### src/rtl/seq_divider.sv
`default_nettype none
// +--------------------------------------------------------------------------+
// | seq_divider : iterative restoring divider, one quotient bit per clock.   |
// | Optional signed support via `DIV_SIGNED_EN.            Revision: 1.0     |
// +--------------------------------------------------------------------------+
module seq_divider #(
    parameter int WIDTH = 32
) (
    input  logic             clk,
    input  logic             rstb,
    input  logic             start,
    input  logic             sign,
    input  logic [WIDTH-1:0] din_a,
    input  logic [WIDTH-1:0] din_b,
    output logic [WIDTH-1:0] quot,
    output logic [WIDTH-1:0] rem,
    output logic             busy,
    output logic             done,
    output logic             dz,
    output logic             vout
);

    localparam int              c_CW   = (WIDTH > 1) ? $clog2(WIDTH) : 1;
    localparam logic [c_CW-1:0] c_LAST = c_CW'(WIDTH - 1);
    localparam logic [c_CW-1:0] c_ONE  = c_CW'(1);

    localparam logic [1:0] c_IDLE = 2'd0;
    localparam logic [1:0] c_CALC = 2'd1;
    localparam logic [1:0] c_FIX  = 2'd2;
    localparam logic [1:0] c_DONE = 2'd3;

    logic [1:0]       state_q, state_d;
    logic [c_CW-1:0]  cnt_q, cnt_d;
    logic [WIDTH-1:0] dvd_q, dvd_d;     // dividend shifts out while quotient shifts in
    logic [WIDTH-1:0] prem_q, prem_d;
    logic [WIDTH:0]   dvs_q, dvs_d;
    logic [WIDTH-1:0] araw_q, araw_d;
    logic             dzp_q, dzp_d;
    logic [WIDTH-1:0] quot_q, quot_d;
    logic [WIDTH-1:0] rem_q, rem_d;
    logic             busy_q, busy_d;
    logic             done_q, done_d;
    logic             dz_q, dz_d;

    logic [WIDTH:0]   w_shift;
    logic [WIDTH+1:0] w_diff;
    logic             w_ge;
    logic [WIDTH-1:0] w_qfix;
    logic [WIDTH-1:0] w_rfix;
    logic             unused_ok;

    assign w_shift = {prem_q, dvd_q[WIDTH-1]};
    assign w_diff  = {1'b0, w_shift} - {1'b0, dvs_q};
    assign w_ge    = ~w_diff[WIDTH+1];

`ifdef DIV_SIGNED_EN
    logic             qneg_q, qneg_d;
    logic             rneg_q, rneg_d;
    logic             ovfp_q, ovfp_d;
    logic             vout_q, vout_d;
    logic             w_aneg, w_bneg, w_ovf;
    logic [WIDTH:0]   w_amag, w_bmag;

    // Magnitudes are one bit wider so that the most negative value stays exact.
    assign w_aneg  = sign & din_a[WIDTH-1];
    assign w_bneg  = sign & din_b[WIDTH-1];
    assign w_amag  = w_aneg ? -{din_a[WIDTH-1], din_a} : {1'b0, din_a};
    assign w_bmag  = w_bneg ? -{din_b[WIDTH-1], din_b} : {1'b0, din_b};
    assign w_ovf   = sign & (din_a == {1'b1, {(WIDTH-1){1'b0}}}) & (&din_b);
    assign w_qfix  = qneg_q ? -dvd_q : dvd_q;
    assign w_rfix  = rneg_q ? -prem_q : prem_q;
    assign unused_ok = w_diff[WIDTH] ^ w_amag[WIDTH];
    assign vout    = vout_q;
`else
    assign w_qfix  = dvd_q;
    assign w_rfix  = prem_q;
    assign unused_ok = w_diff[WIDTH] ^ sign;
    assign vout    = 1'b0;
`endif

    always_comb begin
        state_d = state_q;
        cnt_d   = cnt_q;
        dvd_d   = dvd_q;
        prem_d  = prem_q;
        dvs_d   = dvs_q;
        araw_d  = araw_q;
        dzp_d   = dzp_q;
        quot_d  = quot_q;
        rem_d   = rem_q;
        busy_d  = busy_q;
        done_d  = 1'b0;
        dz_d    = dz_q;
`ifdef DIV_SIGNED_EN
        qneg_d  = qneg_q;
        rneg_d  = rneg_q;
        ovfp_d  = ovfp_q;
        vout_d  = vout_q;
`endif
        case (state_q)
            c_IDLE: begin
                if (start) begin
                    state_d = c_CALC;
                    cnt_d   = '0;
                    prem_d  = '0;
                    araw_d  = din_a;
                    dzp_d   = (din_b == '0);
                    busy_d  = 1'b1;
                    dz_d    = 1'b0;
`ifdef DIV_SIGNED_EN
                    dvd_d   = w_amag[WIDTH-1:0];
                    dvs_d   = w_bmag;
                    qneg_d  = w_aneg ^ w_bneg;
                    rneg_d  = w_aneg;
                    ovfp_d  = w_ovf;
                    vout_d  = 1'b0;
`else
                    dvd_d   = din_a;
                    dvs_d   = {1'b0, din_b};
`endif
                end
            end
            c_CALC: begin
                prem_d = w_ge ? w_diff[WIDTH-1:0] : w_shift[WIDTH-1:0];
                dvd_d  = {dvd_q[WIDTH-2:0], w_ge};
                cnt_d  = cnt_q + c_ONE;
                if (cnt_q == c_LAST) begin
                    state_d = c_FIX;
                end
            end
            c_FIX: begin
                state_d = c_DONE;
                busy_d  = 1'b0;
                done_d  = 1'b1;
                if (dzp_q) begin
                    quot_d = '1;
                    rem_d  = araw_q;
                    dz_d   = 1'b1;
                end
`ifdef DIV_SIGNED_EN
                else if (ovfp_q) begin
                    quot_d = {1'b1, {(WIDTH-1){1'b0}}};
                    rem_d  = '0;
                    vout_d = 1'b1;
                end
`endif
                else begin
                    quot_d = w_qfix;
                    rem_d  = w_rfix;
                end
            end
            c_DONE: begin
                state_d = c_IDLE;
            end
            default: begin
                state_d = c_IDLE;
            end
        endcase
    end

    always_ff @(posedge clk or negedge rstb) begin
        if (!rstb) begin
            state_q <= c_IDLE;
            cnt_q   <= '0;
            dvd_q   <= '0;
            prem_q  <= '0;
            dvs_q   <= '0;
            araw_q  <= '0;
            dzp_q   <= 1'b0;
            quot_q  <= '0;
            rem_q   <= '0;
            busy_q  <= 1'b0;
            done_q  <= 1'b0;
            dz_q    <= 1'b0;
        end else begin
            state_q <= state_d;
            cnt_q   <= cnt_d;
            dvd_q   <= dvd_d;
            prem_q  <= prem_d;
            dvs_q   <= dvs_d;
            araw_q  <= araw_d;
            dzp_q   <= dzp_d;
            quot_q  <= quot_d;
            rem_q   <= rem_d;
            busy_q  <= busy_d;
            done_q  <= done_d;
            dz_q    <= dz_d;
        end
    end

`ifdef DIV_SIGNED_EN
    always_ff @(posedge clk or negedge rstb) begin
        if (!rstb) begin
            qneg_q <= 1'b0;
            rneg_q <= 1'b0;
            ovfp_q <= 1'b0;
            vout_q <= 1'b0;
        end else begin
            qneg_q <= qneg_d;
            rneg_q <= rneg_d;
            ovfp_q <= ovfp_d;
            vout_q <= vout_d;
        end
    end
`endif

    assign quot = quot_q;
    assign rem  = rem_q;
    assign busy = busy_q;
    assign done = done_q;
    assign dz   = dz_q;

endmodule
`default_nettype wire
### config.mk
export PLATFORM = sky130hd
export DESIGN_NAME = seq_divider
export DESIGN_NICKNAME = d
export VERILOG_FILES = /design/src/rtl/seq_divider.sv
export SDC_FILE = /design/constraint.sdc
export NUM_CORES = 1
export LEC_CHECK = 0
export BUFFER_PORTS_ARGS = -buffer_cell sky130_fd_sc_hd__buf_2
export CAP_MARGIN = 20
export CORE_UTILIZATION = 50
export CTS_CLUSTER_SIZE = 14
export DETAILED_ROUTE_END_ITERATION = 12
export GPL_TIMING_DRIVEN = 0
export PLACE_DENSITY_LB_ADDON = 0.1
export REMOVE_ABC_BUFFERS = 1
export SYNTH_ARGS = -nofsm -noshare
export SYNTH_HDL_FRONTEND = slang
export SYNTH_SLANG_ARGS = --single-unit
### constraint.sdc
create_clock -name clk -period 4.8 [get_ports clk]
set_input_delay 0.48 -clock clk [delete_from_list [all_inputs] [get_ports clk]]
set_output_delay 0.48 -clock clk [all_outputs]
set_load 0.01 [all_outputs]
; ---- Word-level counts from Yosys, hierarchy flattened
; Index checks and enable logic that the tools add are counted.
[word_totals]
latchBits = 0
input_bits = 68
out_inout_bits = 68
mem_count = 0
ramBits = 0
mem_bits_ro = 0
word_cells = 49
regBits = 203
[classes]
n_eq_ne = 7
reduce_logical = 9
addsub = 2
bitwise = 1
shifts = 0
multipliers = 0
n_mux = 18
div = 0
n_lt_le_gt_ge = 0
[ops]
columns = cell, n
row1 = 32-bit 2-to-1 mux, 5
row2 = 32-bit case mux with 2 select lines, 2
row3 = 33-bit by 32-bit subtractor with 34-bit output, 1
row4 = 32-bit zero test, 1
row5 = 5-bit case mux with 2 select lines, 1
row6 = 2-bit case mux with 4 select lines, 1
row7 = 2-bit AND reduction, 4
row8 = 2-bit inequality test (second input constant), 3
row9 = 5-bit by 1-bit adder with 5-bit output (second input constant), 1
row10 = 5-bit == test (second input constant), 1
row11 = 5-bit 2-to-1 mux, 1
row12 = 2-bit == test (second input constant), 2
row13 = 1-bit 2-to-1 mux, 4
row14 = 2-bit 2-to-1 mux, 2
row15 = 1-bit case mux with 2 select lines, 2
row16 = 2-bit nonzero test, 2
row17 = 3-bit AND reduction, 1
row18 = 2-bit by 1-bit == test with 1-bit output (second input constant), 1
row19 = 2-bit zero test, 1
row20 = 1-bit inverter, 1

; ---- Logic depth before layout (Yosys ltp)
; Gate-level depths: netlist of the first run.
[depth]
word_depth = 3
depth_mapped = 13
depth_no_buf = 12

; ---- Least setup slack after synthesis of the first run
; Ideal clock, no wire load.
[synth_path]
path_type = reg2reg
startpoint = reg dvd_q[31]
endpoint = reg prem_q[28]
setup_time_ns = 0.124
period_less_slack_ns = 2.710
t_arrival_ns = 2.586
stages_incl_launch_ff = 13
t_required_ns = 4.676
n_path_buf = 0
path_slack_ns = 2.090
path_cell_list = dfrtp_1 inv_1 ha_1 inv_1 fa_1 a21o_1 a221oi_2 nor3_1 o31a_1 a211o_1 and3b_1 nor3_1 o21ai_1
[synth_via]
elab_chain_len = 3
[synth_rtl]
columns = element, line
row1 = "start, declared", 34  ; logic [WIDTH-1:0] dvd_q, dvd_d;
row2 = "start signal, assigned", 178  ; dvd_q <= dvd_d;
row3 = 33-bit by 32-bit subtractor with 34-bit output, 53  ; assign w_diff = {1'b0, w_shift} - {1'b0, dvs_q};
row4 = 32-bit 2-to-1 mux, 124  ; prem_d = w_ge ? w_diff[WIDTH-1:0] : w_shift[WIDTH-1:0];
row5 = 32-bit case mux with 2 select lines, 100  ; case (state_q)
row6 = "end signal, assigned", 179  ; prem_q <= prem_d;
row7 = "end, declared", 35  ; logic [WIDTH-1:0] prem_q, prem_d;
; Every way passes these cells.
; A chain may end at the register's enable or synchronous reset.

; ---- Worst setup path in the final report of the first run
[layout_path]
startpoint = reg prem_q[6]
endpoint = reg prem_q[25]
[layout_via]
elab_chain_len = 3
[layout_rtl]
columns = element, line
row1 = 33-bit by 32-bit subtractor with 34-bit output, 53
row2 = 32-bit 2-to-1 mux, 124
row3 = 32-bit case mux with 2 select lines, 100
; Every way passes these cells.

==> reports/qor.csv, run 1 <==
stage;metric;value;unit
run_status;outcome;finished, violations left;
run_status;failing checks;negative hold slack;
clock_network;Hold-fix buffers, CTS;0;
clock_network;CTS tree;built;
sta;final period utilization;70.1;%
placed_design;DP Wirelength;16200;µm
yosys;Post-Syn Area per Cell;10.2;µm²
critical_path;RR Startpoint;prem_q[6]$_DFFE_PN0P_;
yosys;FF+latch count, synth;203;
route;Vias per Instance;5.44;
yosys;synth unique cells;61;
sta;worst slew pin tran;0.810;ns
layout;area grow syn2layout;17.3;%
placed_design;# port buffers;133;
power_and_ir_drop;Clk pwr share;22.3;%
yosys;post-synth top area share;48.9;%
critical_path;CP max FO;14;
clock_network;TritonCTS buffer count;23;
yosys;top-count cell post-synth;dfrtp_1;
floorplanning;io pins;136;
route;First-pass DRT Iterations;6;
power_and_ir_drop;Comb power frac;42.2;%
power_and_ir_drop;Reg power frac;35.5;%
sta;worst hold slack;-0.0377;ns
grt;largest net degree at the start of global routing;111;
clock_network;Clock Sinks;203;
route;total number of vias;7689;
floorplanning;chip width;146;µm
yosys;Post-Syn Area;0.0104;mm²
critical_path;Worst setup SP type;flip-flop;
clock_network;clk_lat worst skew;0.51;ns
yosys;EDFF count, synth;0;
critical_path;Crit. End Element;flip-flop;
job;Max-Cap Viols;0;
sta;RSZ-0062 raised after global routing;no;
floorplanning;Die H;146;µm
sta;FMAX;297;MHz
route;antenna-violating nets left;0;
sta;Slew Limit Fails;0;
power_and_ir_drop;total power;0.00825;W
yosys;Synth Warn #;0;
grt;global-route wire length before repair;38800;µm
yosys;Async S/R FF share, synth;100;%
yosys;cell accounting for the most synthesized area;dfrtp_1;
power_and_ir_drop;NetSw;0.00311;W
clock_network;number of buffers on the longest clock path;3;
power_and_ir_drop;Switching Share;37.7;%
sta;Final Critical Period;3.37;ns
clock_network;Root Driver;clkbuf_16;
sta;Slew headroom;45.9;%
yosys;Post-synth top cells;dfrtp_1, nor2_1, a21oi_1, mux2i_1, nand2_1;
critical_path;Worst R2R Setup Slack;1.43;ns
placed_design;GP Congestion;0.878;
worst_hold_path;Hold Path Class;input pin to asynchronous set/reset pin;
critical_path;reg2reg end;prem_q[25]$_DFFE_PN0P_;
route;final wirelength;23400;µm
critical_path;path type of the worst setup path;flip-flop to flip-flop;
layout;Fillers;1798;
clock_network;Max H-tree Level;1;
clock_network;Reg clk slew, reported paths;0.06;ns
floorplanning;Starting Density;51.2;%
critical_path;CP required;5.22;ns
floorplanning;Placement Rows;52;
grt;initial antenna violation count;3;
power_and_ir_drop;Internal Pwr Total;0.00514;W
yosys;largest cells by area after synthesis;dfrtp_1, mux2i_1, mux2_2;
layout;ratio of cells with drive above 1 in the final layout;23.0;%
grt;number of global-route vias before repair;7458;
route;drt drc;0;
critical_path;critical path data arrival time;3.79;ns
yosys;fraction of the yosys area taken by sequential cells;48.9;%
power_and_ir_drop;worst vdd ir;0.000337;V
sta;skew final;0.00827;ns
sta;endpoints failing setup;0;
grt;GRT Total Usage;22.2;%
sta;final hold violation count;15;
clock_network;cts repair resizes;0;
clock_network;Post-CTS Setup Bufs;0;
yosys;synthesized netlist cell count;1018;
yosys;top_reg_cell synth;dfrtp_1;
floorplanning;Core ar.;0.0203;mm²
layout;final net count;1232;
layout;Final Core Density;60.0;%
power_and_ir_drop;PwrDens;677;mW/mm²
route;Initial DRC Count;313;
power_and_ir_drop;Leak;5.61;nW
floorplanning;die area;0.0213;mm²
route;Avg WL per Cell;16.6;µm
critical_path;cells on worst reg2reg path;10;
grt;grt ovf;0;
-- cells in the final DEF, fill, tap and decap left out, types with 15 or more instances in the layout --
cell	Yosys	routed
a21o_1	15	15
a21oi_1	87	86
buf_2	5	132
clkbuf_16	0	23
dfrtp_1	203	202
ha_1	37	35
inv_1	45	45
mux2_2	65	65
mux2i_1	81	81
nand2_1	77	76
nor2_1	114	114
o21ai_0	65	65
o21ai_1	24	23
xnor2_1	15	15
-- flip-flops by register name (all words and copies together), names as in the netlist --
| signal | flops |
|---|---|
| araw_q | 32 |
| dvd_q | 32 |
| dvs_q | 32 |
| prem_q | 32 |
| quot | 32 |
| rem | 32 |
| cnt_q | 5 |
| state_q | 2 |
| busy | 1 |
| done | 1 |
| dz | 1 |
| dzp_q | 1 |
-- power groups by stage --
stage / logic (W) / registers [W] / clock network [W]
after floorplan: 0.00239 / 0.00300 / 0
after global placement: 0.00339 / 0.00294 / 0
after detailed placement: 0.00350 / 0.00295 / 0
after CTS: 0.00351 / 0.00293 / 0.00188
after global routing: 0.00391 / 0.00303 / 0.00195
final: 0.00348 / 0.00293 / 0.00184
-- kinds of logic (layout without fill, tap and decap cells) --
logic type,after synthesis,count (layout),synth area share (%)
AO/OA/AOI/OAI,252,252,14.7
AND/OR/NAND/NOR,249,249,10.6
flip-flops,203,203,48.9
multiplexers,146,146,14.9
buffers and inverters,104,228,4.12
adder cells (fa/ha/maj),38,38,4.65
XOR/XNOR,25,25,2.11
other,1,2,0.0361
-- per-layer routing --
metal / vias to the layer above / GRT usage (%) / share of wire, %
met4: 4 / 4.95 / 1.5
li1: 3830 / - / -
met5: - / 0 / 0.098
met1: 3652 / 31.6 / 47
met3: 36 / 4.25 / 5.5
met2: 167 / 35.2 / 46
-- worst max-delay path by stage --
stage,startpoint,end,slack [ns]
5_1_grt,prem_q[6]$_DFFE_PN0P_,prem_q[25]$_DFFE_PN0P_,1.21
6_report,prem_q[6]$_DFFE_PN0P_,prem_q[25]$_DFFE_PN0P_,1.43
2_1_floorplan,state_q[0]$_DFFE_PN0P_,dvd_q[10]$_DFFE_PN0P_,0.55
3_5_place_dp,prem_q[6]$_DFFE_PN0P_,prem_q[25]$_DFFE_PN0P_,1.49
3_3_place_gp,state_q[0]$_DFFE_PN0P_,dvd_q[29]$_DFFE_PN0P_,-1.48
4_1_cts,prem_q[6]$_DFFE_PN0P_,prem_q[25]$_DFFE_PN0P_,1.43
-- cell type report --
class,instances,area (µm²),share of cell area [%]
Inverter,45,169,1.39
Clock inverter,13,179,1.47
Sequential cell,203,5080,41.7
Tap cell,270,338,2.77
Multi-Input combinational cell,711,4910,40.3
Timing Repair Buffer,142,883,7.25
Antenna cell,1,2.50,0.0205
Clock buffer,28,614,5.04
-- stage by stage --
step                area [µm²]  instances  hold slack [ns]  setup TNS, ns  setup WS [ns]
floorplan                10100        959            0.184              0          0.549
global placement         11100       1362            0.486        -148.87          -1.48
detailed placement       11400       1371            0.493              0           1.49
CTS                      12200       1412          0.00780              0           1.43
global route             12200       1412           0.0354              0           1.21
finish                   12200       1413          -0.0377              0           1.43
-- critical path, stage by stage, from the launching register on --
cell      delay, ns
dfrtp_1        0.42
ha_1           0.40
nand4_1        0.19
or2_1          0.26
a31oi_2        0.34
o21ai_1        0.12
o211ai_2       0.16
o21a_1         0.50
buf_16         0.22
nand2_1        0.35
o21ai_0        0.31
Note: power is estimated with default switching activity, not from simulation.
==> inputs of run 2 (changes only) <==
clock period = 2.8 ns   (was 4.8 ns; I/O delays follow)
==> run 2 against run 1 <==
Net effect:
- the flow finishes with violations (negative setup slack)
- non-clock buffer count grew 12
- clock power grew 72%
- hold slack gained 0.050 ns
- sequential cell count is the same
- maximum frequency grew 18%
- routed wire length grew 3.9%
- die area is the same
- global-route usage grew 0.25 points
- count of clock-buffer cells in the layout is the same
- final area grew 2.2%
- via count grew 2.0%
- largest cell class unchanged
- largest power group unchanged
==> reports/qor.csv, run 2 (synthesized netlist as in run 1, its figures left out) <==
stage;metric;value;unit;change
clock_network;Max H-tree Level;1;;unchanged
run_status;failing checks;negative setup slack;;
critical_path;RR Startpoint;dvd_q[31]$_DFFE_PN0P_;;
route;Avg WL per Cell;17.1;µm;+2.9%
worst_hold_path;Hold Path Class;input pin to flip-flop;;
placed_design;pre-CTS setup slack;-0.514;ns;-2.00 ns
grt;global route hottest layer;met2;;
sta;final hold violation count;0;;-15
placed_design;# port buffers;133;;unchanged
layout;Fillers;1778;;-1.1%
critical_path;CP max stage delay;0.40;ns;-0.10 ns
power_and_ir_drop;worst vdd ir;0.000588;V;+74%
power_and_ir_drop;Leak;5.69;nW;+1.5%
sta;worst slew pin tran;0.800;ns;-0.0105 ns
clock_network;number of buffers on the longest clock path;3;;unchanged
floorplanning;chip width;146;µm;unchanged
clock_network;Clock Sinks;203;;unchanged
layout;Final Core Density;61.4;%;+1.3 points
job;Max-Cap Viols;0;;unchanged
layout;ratio of cells with drive above 1 in the final layout;25.5;%;+2.4 points
route;antenna-violating nets left;0;;unchanged
critical_path;CP max stage cell;dfrtp_1;;
critical_path;path type of the worst setup path;flip-flop to flip-flop;;
critical_path;Worst Setup SP;dvd_q[31]$_DFFE_PN0P_;;
layout;area of the multi-input gates;0.00508;mm²;+3.4%
critical_path;Worst setup SP type;flip-flop;;
floorplanning;Core ar.;0.0203;mm²;unchanged
critical_path;critical path data arrival time;3.27;ns;-0.52 ns
sta;Final Critical Period;2.85;ns;-0.517 ns
floorplanning;die area;0.0213;mm²;unchanged
layout;Register Area;0.00508;mm²;unchanged
clock_network;clk_lat worst skew;0.51;ns;about the same
grt;GR Layer Usage met1;31.8;%;+0.14 points
grt;number of global-route vias before repair;7586;;+1.7%
floorplanning;Starting Density;51.2;%;unchanged
critical_path;CP cell instances;inv_2, ha_4, inv_2, fa_2, a21o_1, a221oi_4, nor3_2, o31a_1, buf_4, a211o_1, xnor2_1, o31ai_1;;
clock_network;CTS tree;built;;
floorplanning;Placement Rows;52;;unchanged
critical_path;CP required;3.22;ns;-2.00 ns
grt;GR Layer Usage met2;35.8;%;+0.57 points
clock_network;Root Driver;clkbuf_16;;
route;First-pass DRT Iterations;5;;-1
sta;FMAX;351;MHz;+18%
layout;final net count;1245;;+1.1%
grt;largest net degree at the start of global routing;111;;unchanged
route;drt drc;0;;unchanged
layout;commonest non-fill, non-tap cell in the layout;dfrtp_1;;
sta;skew final;0.00769;ns;-0.000584 ns
route;Initial DRC Count;321;;+2.6%
placed_design;DP Wirelength;16200;µm;unchanged
grt;GRT Total Usage;22.4;%;+0.25 points
sta;Slew headroom;46.6;%;+0.70 points
floorplanning;io pins;136;;unchanged
layout;area grow syn2layout;19.9;%;
sta;Slew Limit Fails;0;;unchanged
run_status;outcome;finished, violations left;;
sta;RSZ-0062 raised after global routing;yes;;
critical_path;number of buffers and inverters on the critical path;3;;+2
power_and_ir_drop;PwrDens;1160;mW/mm²;+72%
clock_network;Reg clk slew, reported paths;0.06;ns;about the same
route;final wirelength;24300;µm;+3.9%
grt;initial antenna violation count;3;;unchanged
route;total number of vias;7840;;+2.0%
route;Vias per Instance;5.49;;+0.96%
sta;endpoints failing setup;5;;+5
grt;global-route wire length before repair;39300;µm;+1.3%
grt;grt ovf;0;;unchanged
power_and_ir_drop;total power;0.0145;W;+75%
clock_network;TritonCTS buffer count;23;;unchanged
placed_design;GP Congestion;0.878;;unchanged
critical_path;most used cell along the critical path;inv_2;;
sta;Final WS setup;-0.0494;ns;-1.48 ns
critical_path;CP max FO;4;;-10
layout;commonest non-fill, non-tap cells in the layout;dfrtp_1, buf_2, nor2_1;;
critical_path;delay-heaviest family, CP;compound AO/OA/AOI/OAI gates;;
sta;final period utilization;102;%;+32 points
floorplanning;Die H;146;µm;unchanged
grt;GR Util met3;4.34;%;+0.094 points
critical_path;Crit. End Element;flip-flop;;
worst_hold_path;hold_sp;din_a[7];;
[run 2: cell count changes in the layout (fill, tap and decap cells not counted), sizes merged]
cell         previous run  this run
buf                   142       150
dlygate4sd3             0         4
diode                   1         2
o21a                    5         6
[run 2: path summary, 6_finish.rpt]
check                                         end  slack (ns)  cells after the start
setup / recovery           prem_q[26]$_DFFE_PN0P_       -0.05                     12
hold / removal              araw_q[7]$_DFFE_PN0P_        0.01                      2
setup reg to reg           prem_q[26]$_DFFE_PN0P_       -0.05                     12
hold reg to reg            araw_q[28]$_DFFE_PN0P_        0.50                      1
max in group asynchronous       dzp_q$_DFFE_PN0P_        1.36                      3
min in group asynchronous  state_q[1]$_DFFE_PN0P_        0.36                      2
[run 2: timing repair]
item / in CTS / in global routing
hold buffers: 3 / 1
endpoints found under the hold margin: 95 / 1
pin swaps: 7 / 12
setup buffers: 4 / 4
endpoints found under the setup margin: 32 / 24
cloned: 0 / 1
resized for setup: 19 / 17
[run 2: layout make-up]
type | instances | area share, %
multi-input combinational | 712 | 40.8
clock inverter | 13 | 1.44
clock buffer | 28 | 4.93
tap | 270 | 2.71
timing repair buffer | 154 | 7.90
sequential | 203 | 40.8
inverter | 45 | 1.36
antenna | 2 | 0.0402
[run 2: stage by stage]
stage,cells,instance area (µm²),setup TNS (ns),hold slack (ns)
after floorplan,959,10100,-116.13,-0.0156
after global placement,1362,11100,-803.27,0.486
after detailed placement,1371,11400,-9.22,0.339
after CTS,1419,12300,-0.319,0.0000263
after global routing,1426,12500,-0.744,0.00588
final,1427,12500,-0.127,0.0121
[run 2: where the power goes]
| part | total (W) | leakage [nW] | switching, W | internal [W] |
|---|---|---|---|---|
| registers | 0.00503 | 2.48 | 0.000760 | 0.00427 |
| clock network | 0.00316 | 0.379 | 0.00122 | 0.00193 |
| logic | 0.00629 | 2.83 | 0.00353 | 0.00275 |
| total | 0.0145 | 5.69 | 0.00552 | 0.00895 |
[run 2: worst reg2reg max path, delay by kind of cell (launching register included)]
kind | cells | cell delay [ns]
compound gates | 5 | 1.36
fa+ha+maj | 2 | 0.47
flops | 1 | 0.40
buf+inv | 3 | 0.29
xor+xnor | 1 | 0.14
simple gates | 1 | 0.10
[run 2: metal layers]
layer	routed length [µm]	share of wire (%)
met2	11300	46
met1	11300	46
met3	1390	5.7
met4	348	1.4
met5	12	0.049
